--- src/rtl/burst_sequencer_if.sv ---
// Stream bundle for burst_sequencer: sample intake handshake, replay request,
// and the go / data / finish replay stream towards the rangefinder.
interface burst_sequencer_if #(
   parameter int WIDTH = 16
);
   logic             in_valid;
   logic [WIDTH-1:0] in_data;
   logic             in_last;
   logic             in_ready;
   logic             replay;
   logic             go;
   logic [WIDTH-1:0] data_out;
   logic             finish;
   logic             trunc;
   logic             busy;

   modport slave (
      input  in_valid, in_data, in_last, replay,
      output in_ready, go, data_out, finish, trunc, busy
   );

   modport master (
      output in_valid, in_data, in_last, replay,
      input  in_ready, go, data_out, finish, trunc, busy
   );
endinterface

--- src/rtl/burst_sequencer.sv ---
// Buffers a burst of up to DEPTH samples, then replays it gap-free as go / data / finish.
// Optional macro BURST_SEQ_REPLAY_EN adds re-streaming of the previous burst on request.
module burst_sequencer #(
   parameter int WIDTH = 16,
   parameter int DEPTH = 16
) (
   input  logic              clock,
   input  logic              reset,
   burst_sequencer_if.slave  bus
);
   localparam int ADDR_W = (DEPTH > 1) ? $clog2(DEPTH) : 1;
   localparam int CNT_W  = $clog2(DEPTH + 1);

   typedef enum logic [1:0] {
      S_IDLE    = 2'd0,
      S_COLLECT = 2'd1,
      S_PLAY    = 2'd2,
      S_FIN     = 2'd3
   } state_t;

   state_t            r_state, w_state_next;
   logic [CNT_W-1:0]  r_wr_cnt, w_wr_cnt_next, w_wr_cnt_inc;
   logic [CNT_W-1:0]  r_burst_len, w_burst_len_next;
   logic [ADDR_W-1:0] r_rd_idx, w_rd_idx_next, w_rd_addr, w_wr_addr;
   logic              r_trunc, w_trunc_next;
   logic [WIDTH-1:0]  r_buf [DEPTH];
   logic [WIDTH-1:0]  r_data_out;
   logic              w_in_ready, w_accept, w_close_full, w_bypass;
   logic              w_replay_start, w_replay_trunc;

`ifdef BURST_SEQ_REPLAY_EN
   logic r_replay_ok;
   logic r_trunc_hist;

   assign w_replay_start = (r_state == S_IDLE) && bus.replay && r_replay_ok;
   assign w_replay_trunc = r_trunc_hist;

   always_ff @(posedge clock) begin
      if (reset) begin
         r_replay_ok  <= 1'b0;
         r_trunc_hist <= 1'b0;
      end else begin
         if (r_state == S_FIN)
            r_replay_ok <= 1'b1;
         if (w_accept && (w_state_next == S_PLAY))
            r_trunc_hist <= w_trunc_next;
      end
   end
`else
   logic w_unused_replay;

   assign w_unused_replay = bus.replay;
   assign w_replay_start  = 1'b0;
   assign w_replay_trunc  = 1'b0;
`endif

   assign w_in_ready   = ((r_state == S_IDLE) || (r_state == S_COLLECT)) && !w_replay_start;
   assign w_accept     = bus.in_valid && w_in_ready;
   assign w_wr_cnt_inc = r_wr_cnt + CNT_W'(1);
   assign w_close_full = (w_wr_cnt_inc == CNT_W'(DEPTH));
   assign w_wr_addr    = r_wr_cnt[ADDR_W-1:0];

   always_comb begin
      w_state_next     = r_state;
      w_wr_cnt_next    = r_wr_cnt;
      w_burst_len_next = r_burst_len;
      w_rd_idx_next    = r_rd_idx;
      w_trunc_next     = r_trunc;
      case (r_state)
         S_IDLE, S_COLLECT: begin
            w_rd_idx_next = '0;
            if (w_replay_start) begin
               w_state_next = S_PLAY;
               w_trunc_next = w_replay_trunc;
            end else if (w_accept) begin
               w_wr_cnt_next = w_wr_cnt_inc;
               if (bus.in_last || w_close_full) begin
                  w_state_next     = S_PLAY;
                  w_burst_len_next = w_wr_cnt_inc;
                  // A last flag on the DEPTH-th sample is a normal close.
                  w_trunc_next     = !bus.in_last;
               end else begin
                  w_state_next = S_COLLECT;
               end
            end
         end
         S_PLAY: begin
            w_rd_idx_next = r_rd_idx + ADDR_W'(1);
            if (CNT_W'(r_rd_idx) == (r_burst_len - CNT_W'(1)))
               w_state_next = S_FIN;
         end
         S_FIN: begin
            w_state_next  = S_IDLE;
            w_wr_cnt_next = '0;
            w_trunc_next  = 1'b0;
         end
         default: begin
            w_state_next = S_IDLE;
         end
      endcase
   end

   always_ff @(posedge clock) begin
      if (reset) begin
         r_state     <= S_IDLE;
         r_wr_cnt    <= '0;
         r_burst_len <= '0;
         r_rd_idx    <= '0;
         r_trunc     <= 1'b0;
      end else begin
         r_state     <= w_state_next;
         r_wr_cnt    <= w_wr_cnt_next;
         r_burst_len <= w_burst_len_next;
         r_rd_idx    <= w_rd_idx_next;
         r_trunc     <= w_trunc_next;
      end
   end

   always_ff @(posedge clock) begin
      if (w_accept)
         r_buf[w_wr_addr] <= bus.in_data;
   end

   // Read one cycle ahead so data_out is registered; a single-sample burst
   // reads the word being written in the same cycle, hence the bypass.
   assign w_rd_addr = (r_state == S_PLAY) ? (r_rd_idx + ADDR_W'(1)) : '0;
   assign w_bypass  = w_accept && (w_wr_addr == w_rd_addr);

   always_ff @(posedge clock) begin
      if (reset)
         r_data_out <= '0;
      else if (w_state_next == S_PLAY)
         r_data_out <= w_bypass ? bus.in_data : r_buf[w_rd_addr];
      else
         r_data_out <= '0;
   end

   assign bus.in_ready = w_in_ready;
   assign bus.go       = (r_state == S_PLAY) && (r_rd_idx == '0);
   assign bus.data_out = r_data_out;
   assign bus.finish   = (r_state == S_FIN);
   assign bus.trunc    = r_trunc;
   assign bus.busy     = (r_state == S_PLAY) || (r_state == S_FIN);
endmodule

--- src/flat_wrapper.sv ---
// flat-port wrapper written by rule: the top's interface ports become plain ports
module burst_sequencer_flat 
#(
   parameter int WIDTH = 16,
   parameter int DEPTH = 16
)
  (clock, reset, bus_in_valid, bus_in_data, bus_in_last, bus_replay, bus_in_ready, bus_go, bus_data_out, bus_finish, bus_trunc, bus_busy);
  burst_sequencer_if #(.WIDTH(WIDTH)) bus_i ();
  input  logic clock;
  input  logic reset;
  input wire logic [$bits(bus_i.in_valid)-1:0] bus_in_valid;
  input wire logic [$bits(bus_i.in_data)-1:0] bus_in_data;
  input wire logic [$bits(bus_i.in_last)-1:0] bus_in_last;
  input wire logic [$bits(bus_i.replay)-1:0] bus_replay;
  output wire logic [$bits(bus_i.in_ready)-1:0] bus_in_ready;
  output wire logic [$bits(bus_i.go)-1:0] bus_go;
  output wire logic [$bits(bus_i.data_out)-1:0] bus_data_out;
  output wire logic [$bits(bus_i.finish)-1:0] bus_finish;
  output wire logic [$bits(bus_i.trunc)-1:0] bus_trunc;
  output wire logic [$bits(bus_i.busy)-1:0] bus_busy;
  assign bus_i.in_valid = bus_in_valid;
  assign bus_i.in_data = bus_in_data;
  assign bus_i.in_last = bus_in_last;
  assign bus_i.replay = bus_replay;
  assign bus_in_ready = bus_i.in_ready;
  assign bus_go = bus_i.go;
  assign bus_data_out = bus_i.data_out;
  assign bus_finish = bus_i.finish;
  assign bus_trunc = bus_i.trunc;
  assign bus_busy = bus_i.busy;
  burst_sequencer #(.WIDTH(WIDTH), .DEPTH(DEPTH)) u_core (.clock(clock), .reset(reset), .bus(bus_i));
endmodule
--- config.mk ---
export PLATFORM = sky130hd
export DESIGN_NAME = burst_sequencer_flat
export DESIGN_NICKNAME = d
export VERILOG_FILES = /design/src/rtl/burst_sequencer_if.sv /design/src/rtl/burst_sequencer.sv /design/src/flat_wrapper.sv
export SDC_FILE = /design/constraint.sdc
export NUM_CORES = 1
export LEC_CHECK = 0
export BUFFER_PORTS_ARGS = -buffer_cell sky130_fd_sc_hd__buf_2
export CORE_ASPECT_RATIO = 0.75
export CORE_MARGIN = 3
export CORE_UTILIZATION = 45
export CTS_CLUSTER_DIAMETER = 30
export DETAILED_ROUTE_END_ITERATION = 16
export SYNTH_ARGS = -nofsm -noshare
export SYNTH_HDL_FRONTEND = slang
export SYNTH_SLANG_ARGS = --single-unit
--- constraint.sdc ---
create_clock -name clock -period 4 [get_ports clock]
set_input_delay 0.6 -clock clock [delete_from_list [all_inputs] [get_ports clock]]
set_output_delay 0.6 -clock clock [all_outputs]
set_load 0.05 [all_outputs]
==> results by group, run 1 <==
Power and ir drop
  • Static Leak: 4.847 nW
  • Maximum VDD drop: 0.3741 mV
  • Psw: 1.827 mW
  • Combinational share of power: 5.6%
  • Sequential share of power: 41.4%
  • Pwr/cell area: 548.7 nW/µm²
  • Switching Fraction: 22.53%
  • Clk network pwr share: 53.0%
  • Int Power: 6.280 mW

Final layout
  • P&R area growth vs syn: 17.89%
  • Fraction of layout cells with a size suffix above 1: 21.80%
  • Fill count: 2247
  • Most frequent cells in the layout: edfxtp_1 (256), nor2_1 (97), mux2i_1 (63), a21oi_1 (57), clkbuf_16 (51)
  • Commonest non-fill, non-tap cell in the layout: edfxtp_1
  • Final net count: 979
  • Fin area: 14770 µm²
  • Diodes inserted: 0

Clocking
  • CTS Hold Bufs: 0
  • Insertion delay to the later sink of the worst-skew pair: 0.55 ns
  • CTS Buf Count: 50
  • # resized after CTS: 0
  • CTS Sinks: 289
  • CTS Root Cell: clkbuf_16
  • Worst-path clk slew: 0.05 ns
  • CTS tree: yes
  • Post-CTS setup buffers: 0
  • Max H-tree Level: 2
  • Max clock buf depth: 3

Status
  • Status: completed

STA
  • Final Skew: 0.01715 ns
  • Final hold viol count: 0
  • Setup_tns: 0 ns
  • Unrepaired setup endpoints after global routing: no
  • Setup ws final: 1.072 ns
  • Final setup fails: 0
  • Relative max-transition margin: 21.68%
  • Final slew viol count: 0
  • Fmax achieved: 341.5 MHz
  • Tightest hold margin: 0.3554 ns
  • Final worst-path cycle share: 73.21%
  • Min Tclk post-route: 2.928 ns
  • Worst-Margin Slew: 1.174 ns

Synthesis
  • Post-Syn Nets: 926
  • Netlist cell types: 63
  • Number of synthesized flops with an enable pin: 256
  • Synthesized instance count: 897
  • FF+latch count, synth: 289
  • FFs w/ async S/R, synth: 0%
  • Synthesized area: 12530 µm²
  • Avg Inst Size Synth: 13.97 µm²
  • YS warnings: 0
  • Post-synth top flop: edfxtp_1
  • Post-synthesis sequential area ratio: 66.62%

Run
  • Max-cap violation count: 0

Critical path
  • CP max stage delay: 0.68 ns
  • Buf/Inv on CP: 1
  • CP Cell Sequence: inv_1 > ha_2 > and2_4 > a2111oi_0 > o21ai_1 > and3_1 > a211oi_2
  • CP top delay family: simple AND/OR/NAND/NOR gates
  • WP data arrival: 3.33 ns
  • Setup crit end kind: flop
  • CP max stage cell: and2_4
  • Biggest fanout along the worst timing path: 57
  • R2r setup slk: 1.07 ns
  • Worst Path Class, Setup: reg2reg
  • Kind of start point of the critical path: flop
  • Worst EP required: 4.40 ns

GRT
  • Vias in the first global route: 7372
  • GRT overflow: 0
  • Largest net degree at the start of global routing: 96
  • Antenna violations before repair: 1
  • All-Layer GR Usage: 20.06%
  • First-pass GRT wire length: 44920 µm

Placed design
  • Pre-CTS worst setup slack: 1.111 ns
  • Post-DP Area: 13040 µm²
  • Port bufs: 40
  • GPL Wtd Cong: 0.7578
  • Placed wire-length estimate: 17250 µm

Route
  • Drt pass-1 iters: 5
  • Routed Antenna Nets: 0
  • Final Routed Wirelength: 29590 µm
  • DR iter-0 viols: 752
  • Avg WL per Cell: 22.05 µm
  • Post-DR vias/cell: 5.717
  • DRC Markers: 0
  • DR vias: 7672

Die
  • Die area: 29910 µm²
  • Die width: 198.7 µm
  • Core area: 27200 µm²
  • I/O pins: 42
  • Core Rows: 52
  • Initial Utilization: 46.08%
  • Die H: 150.5 µm

Hold path
  • HP Class: in2reg
[through the flow]
| stage | power (mW) | std cells | utilization (%) |
|---|---|---|---|
| global placement | 3.862 | 1249 | 47.96 |
| finish | 8.106 | 1342 | 54.32 |
| floorplan | 3.728 | 897 | - |
| CTS | 8.169 | 1342 | 54.32 |
| detailed placement | 3.869 | 1249 | 47.96 |
| global route | 8.369 | 1342 | 54.32 |
[power groups by stage]
stage	combinational (mW)	sequential, mW	clock (mW)
after floorplan	0.284	3.44	0
after global placement	0.447	3.41	0
after detailed placement	0.453	3.42	0
after CTS	0.454	3.36	4.36
after global routing	0.493	3.36	4.52
final	0.452	3.36	4.30
[state kept, by name (all words and copies together), names as in the netlist]
register / cells
u_core.r_buf: 256
u_core.r_wr_cnt: 5
u_core.r_rd_idx: 4
u_core.bus.trunc: 1
u_core.bus.data_out: 16
u_core.r_burst_len: 5
u_core.r_state: 2
[kinds of logic (layout without fill, tap and decap cells)]
logic type / Yosys count / after routing / synth area share [%]
adder cells (fa/ha/maj): 8 / 8 / 0.7988
AND/OR/NAND/NOR: 243 / 243 / 10.45
flip-flops: 289 / 289 / 66.62
AO/OA/AOI/OAI: 199 / 199 / 11.83
buffers and inverters: 77 / 171 / 3.615
multiplexers: 71 / 71 / 5.921
XOR/XNOR: 10 / 10 / 0.7589
[routing by layer]
layer	part of all wire [%]	GRT usage [%]	up-vias
li1	-	-	3566
met1	46	29.61	3774
met2	45	29.82	276
met3	7.0	4.251	56
met4	2.2	6.426	0
met5	0	0	-
[final timing paths]
kind	from	to	cells past startpoint
min	bus_in_last	u_core.bus.trunc	2
max	u_core.r_rd_idx[1]	u_core.bus.data_out[10]	7
min reg2reg	u_core.bus.trunc	u_core.bus.trunc	2
max reg2reg	u_core.r_rd_idx[1]	u_core.bus.data_out[10]	7
[cells in the mapped netlist, drive strengths merged (8+ instances only)]
master | count | area, µm²
edfxtp | 256 | 7687
nor2 | 113 | 424.2
mux2i | 64 | 640.6
a21oi | 57 | 285.3
buf | 46 | 334.1
nand2b | 36 | 232.7
a211oi | 34 | 315.3
dfxtp | 33 | 660.6
a2bb2oi | 32 | 280.3
nand2 | 29 | 118.9
o211ai | 28 | 210.2
or4b | 28 | 280.3
clkbuf | 22 | 85.08
o21ai | 19 | 106.4
a2111oi | 15 | 137.6
and3 | 14 | 87.58
ha | 8 | 100.1
inv | 8 | 30.03
[area by class of cell]
type / instances / area [µm²] / share of cell area [%]
sequential: 289 / 8352 / 56.53
multi-input combinational: 531 / 3776 / 25.56
timing repair buffer: 69 / 442.9 / 2.998
inverter: 9 / 33.78 / 0.2287
clock inverter: 37 / 394.1 / 2.668
tap: 351 / 439.2 / 2.973
clock buffer: 56 / 1335 / 9.037
(Power assumes the default switching activity.)
==> run 2: changes to the inputs <==
clock period = 2.78 ns   (was 4 ns; I/O delays follow)
==> run 2 against run 1 <==
Design area fell by 0.30%. Sequential share of layout area grew 0.17 points. Clock skew fell by 0.0068 ns. Routed wire length down 1.6%. Setup slack worse by 0.74 ns. Count of clock-buffer cells in the layout decreased by 2. Critical path type is now reg2out. Largest cell class unchanged. Sequential power is 43% higher. Core utilization decreased by 0.16 points. Clock power up 30%. Combinational power increased by 47%.
==> results by group, run 2 (synthesized netlist as in run 1, its figures left out) <==
Route
  • DR vias: 7540 (-1.7%)
  • Post-DR vias/cell: 5.577 (-2.4%)
  • Avg WL per Cell: 21.53 µm (-2.4%)
  • Final Routed Wirelength: 29110 µm (-1.6%)
  • DRC Markers: 0 (unchanged)
  • DR iter-0 viols: 604 (-20%)
  • Drt pass-1 iters: 5 (unchanged)
  • Routed Antenna Nets: 0 (unchanged)

STA
  • Final setup fails: 0 (unchanged)
  • Setup_tns: 0 ns (unchanged)
  • Fmax achieved: 408.2 MHz
  • Setup ws final: 0.3301 ns (-0.7416 ns)
  • Final hold viol count: 0 (unchanged)
  • Final Skew: 0.01034 ns (-0.006808 ns)
  • Relative max-transition margin: 58.04% (+36 points)
  • Unrepaired setup endpoints after global routing: no
  • Worst-Margin Slew: 0.6281 ns (-0.5454 ns)
  • Final worst-path cycle share: 88.12%
  • Tightest hold margin: 0.1809 ns (-0.1745 ns)
  • Min Tclk post-route: 2.450 ns
  • Final slew viol count: 0 (unchanged)

Clocking
  • # resized after CTS: 0 (unchanged)
  • Max clock buf depth: 3 (unchanged)
  • Insertion delay to the later sink of the worst-skew pair: 0.53 ns (-0.02 ns)
  • CTS Hold Bufs: 0 (unchanged)
  • CTS Root Cell: clkbuf_16
  • CTS Buf Count: 46 (-8.0%)
  • Post-CTS setup buffers: 0 (unchanged)
  • Max H-tree Level: 2 (unchanged)
  • Worst-path clk slew: 0.05 ns (about the same)
  • CTS Sinks: 289 (unchanged)
  • CTS tree: yes

Critical path
  • Setup crit end kind: output pin
  • Reg2Reg Capture Point: u_core.bus.data_out[13]
  • CP Cell Sequence: buf_4 > nand2b_4 > nor4b_2 > buf_2
  • Buf/Inv on CP: 2 (+1)
  • WP data arrival: 2.03 ns (-1.30 ns)
  • CP max stage cell: buf_4
  • Biggest fanout along the worst timing path: 37 (-35%)
  • CP max stage delay: 0.36 ns (-0.32 ns)
  • Kind of start point of the critical path: flop
  • R2r setup slk: 0.34 ns (-0.73 ns)
  • Worst reg2reg path startpoint: u_core.r_rd_idx[0]
  • Worst EP required: 2.36 ns (-2.04 ns)
  • CP top delay family: buffers and inverters
  • FF-to-FF path depth: 7 (unchanged)
  • Worst Path Class, Setup: reg2out

Die
  • I/O pins: 42 (unchanged)
  • Die width: 198.7 µm (unchanged)
  • Core area: 27200 µm² (unchanged)
  • Die H: 150.5 µm (unchanged)
  • Die area: 29910 µm² (unchanged)
  • Initial Utilization: 46.08% (unchanged)
  • Core Rows: 52 (unchanged)

Final layout
  • Diodes inserted: 0 (unchanged)
  • Biggest register: u_core.r_buf
  • Max reg flops: 256 (unchanged)
  • Most frequent cells in the layout: edfxtp_1 (256), nor2_1 (99), mux2i_1 (63), a21oi_1 (57), clkbuf_16 (49)
  • P&R area growth vs syn: 17.54%
  • Commonest non-fill, non-tap cell in the layout: edfxtp_1
  • Fraction of layout cells with a size suffix above 1: 22.08% (+0.28 points)
  • Fin area: 14730 µm² (-0.30%)
  • Final net count: 992 (+1.3%)
  • Fill count: 2237 (-0.45%)

GRT
  • Largest net degree at the start of global routing: 102 (+6.3%)
  • GRT overflow: 0 (unchanged)
  • All-Layer GR Usage: 19.82% (-0.24 points)
  • Antenna violations before repair: 1 (unchanged)
  • First-pass GRT wire length: 44780 µm (-0.31%)
  • Vias in the first global route: 7415 (+0.58%)

Hold path
  • Hold path cells: 2 (unchanged)
  • HP Class: in2reg
  • Hold Crit Start: bus_in_last
  • Worst Hold End: u_core.bus.trunc

Placed design
  • Placed wire-length estimate: 17410 µm (+0.93%)
  • Post-DP Area: 13170 µm² (+0.99%)
  • Pre-CTS worst setup slack: 0.3500 ns (-0.7610 ns)
  • Port bufs: 40 (unchanged)
  • GPL Wtd Cong: 0.7602 (+0.32%)

Power and ir drop
  • Total chip power: 11.10 mW (+37%)
  • Pwr/cell area: 753.5 nW/µm² (+37%)
  • Maximum VDD drop: 0.4846 mV (+30%)
  • Static Leak: 4.851 nW (about the same)

Run
  • Max-cap violation count: 0 (unchanged)

Status
  • Status: completed
run 2: area by class of cell:
cell class	count	area, µm²	area share, %
clock buffer	54	1265	8.588
tap	351	439.2	2.982
clock inverter	32	291.5	1.979
sequential	289	8352	56.70
timing repair buffer	86	570.5	3.874
multi-input combinational	531	3777	25.65
inverter	9	33.78	0.2294
run 2: worst reg2reg max path, stage by stage, from the launching register on:
cell and delay (ns):
dfxtp_4 0.37, clkinv_1 0.09, ha_2 0.53, and2_4 0.50, a2111oi_0 0.21, o21ai_1 0.30, and3_1 0.25, a211oi_2 0.07
run 2: power by group:
group | switching, mW | total (mW) | internal [mW]
clock network | 2.05 | 5.61 | 3.57
registers | 0.0305 | 4.82 | 4.79
logic | 0.448 | 0.665 | 0.217
run 2: routing by layer:
metal,track usage (%),share of wire (%)
met1,28.93,47
met3,4.072,5.7
met5,0,0.041
met4,4.143,1.3
met2,31.06,46
run 2: worst max-delay path by stage:
stage | start | end | slack [ns] | cells past startpoint
floorplan | u_core.r_rd_idx[0] | u_core.bus.data_out[6] | 0.25 | 10
global placement | u_core.r_rd_idx[0] | u_core.bus.data_out[13] | 0.35 | 7
detailed placement | u_core.r_rd_idx[0] | u_core.bus.data_out[13] | 0.35 | 7
CTS | u_core.r_state[1] | bus_go | 0.25 | 4
global route | u_core.r_state[1] | bus_go | 0.19 | 4
finish | u_core.r_state[1] | bus_go | 0.33 | 4
run 2: per-stage QoR:
step | utilization [%] | std cells
3_5_place_dp | 48.44 | 1266
5_1_grt | 54.16 | 1352
6_report | 54.16 | 1352
2_1_floorplan | - | 897
3_3_place_gp | 48.44 | 1266
4_1_cts | 54.16 | 1352
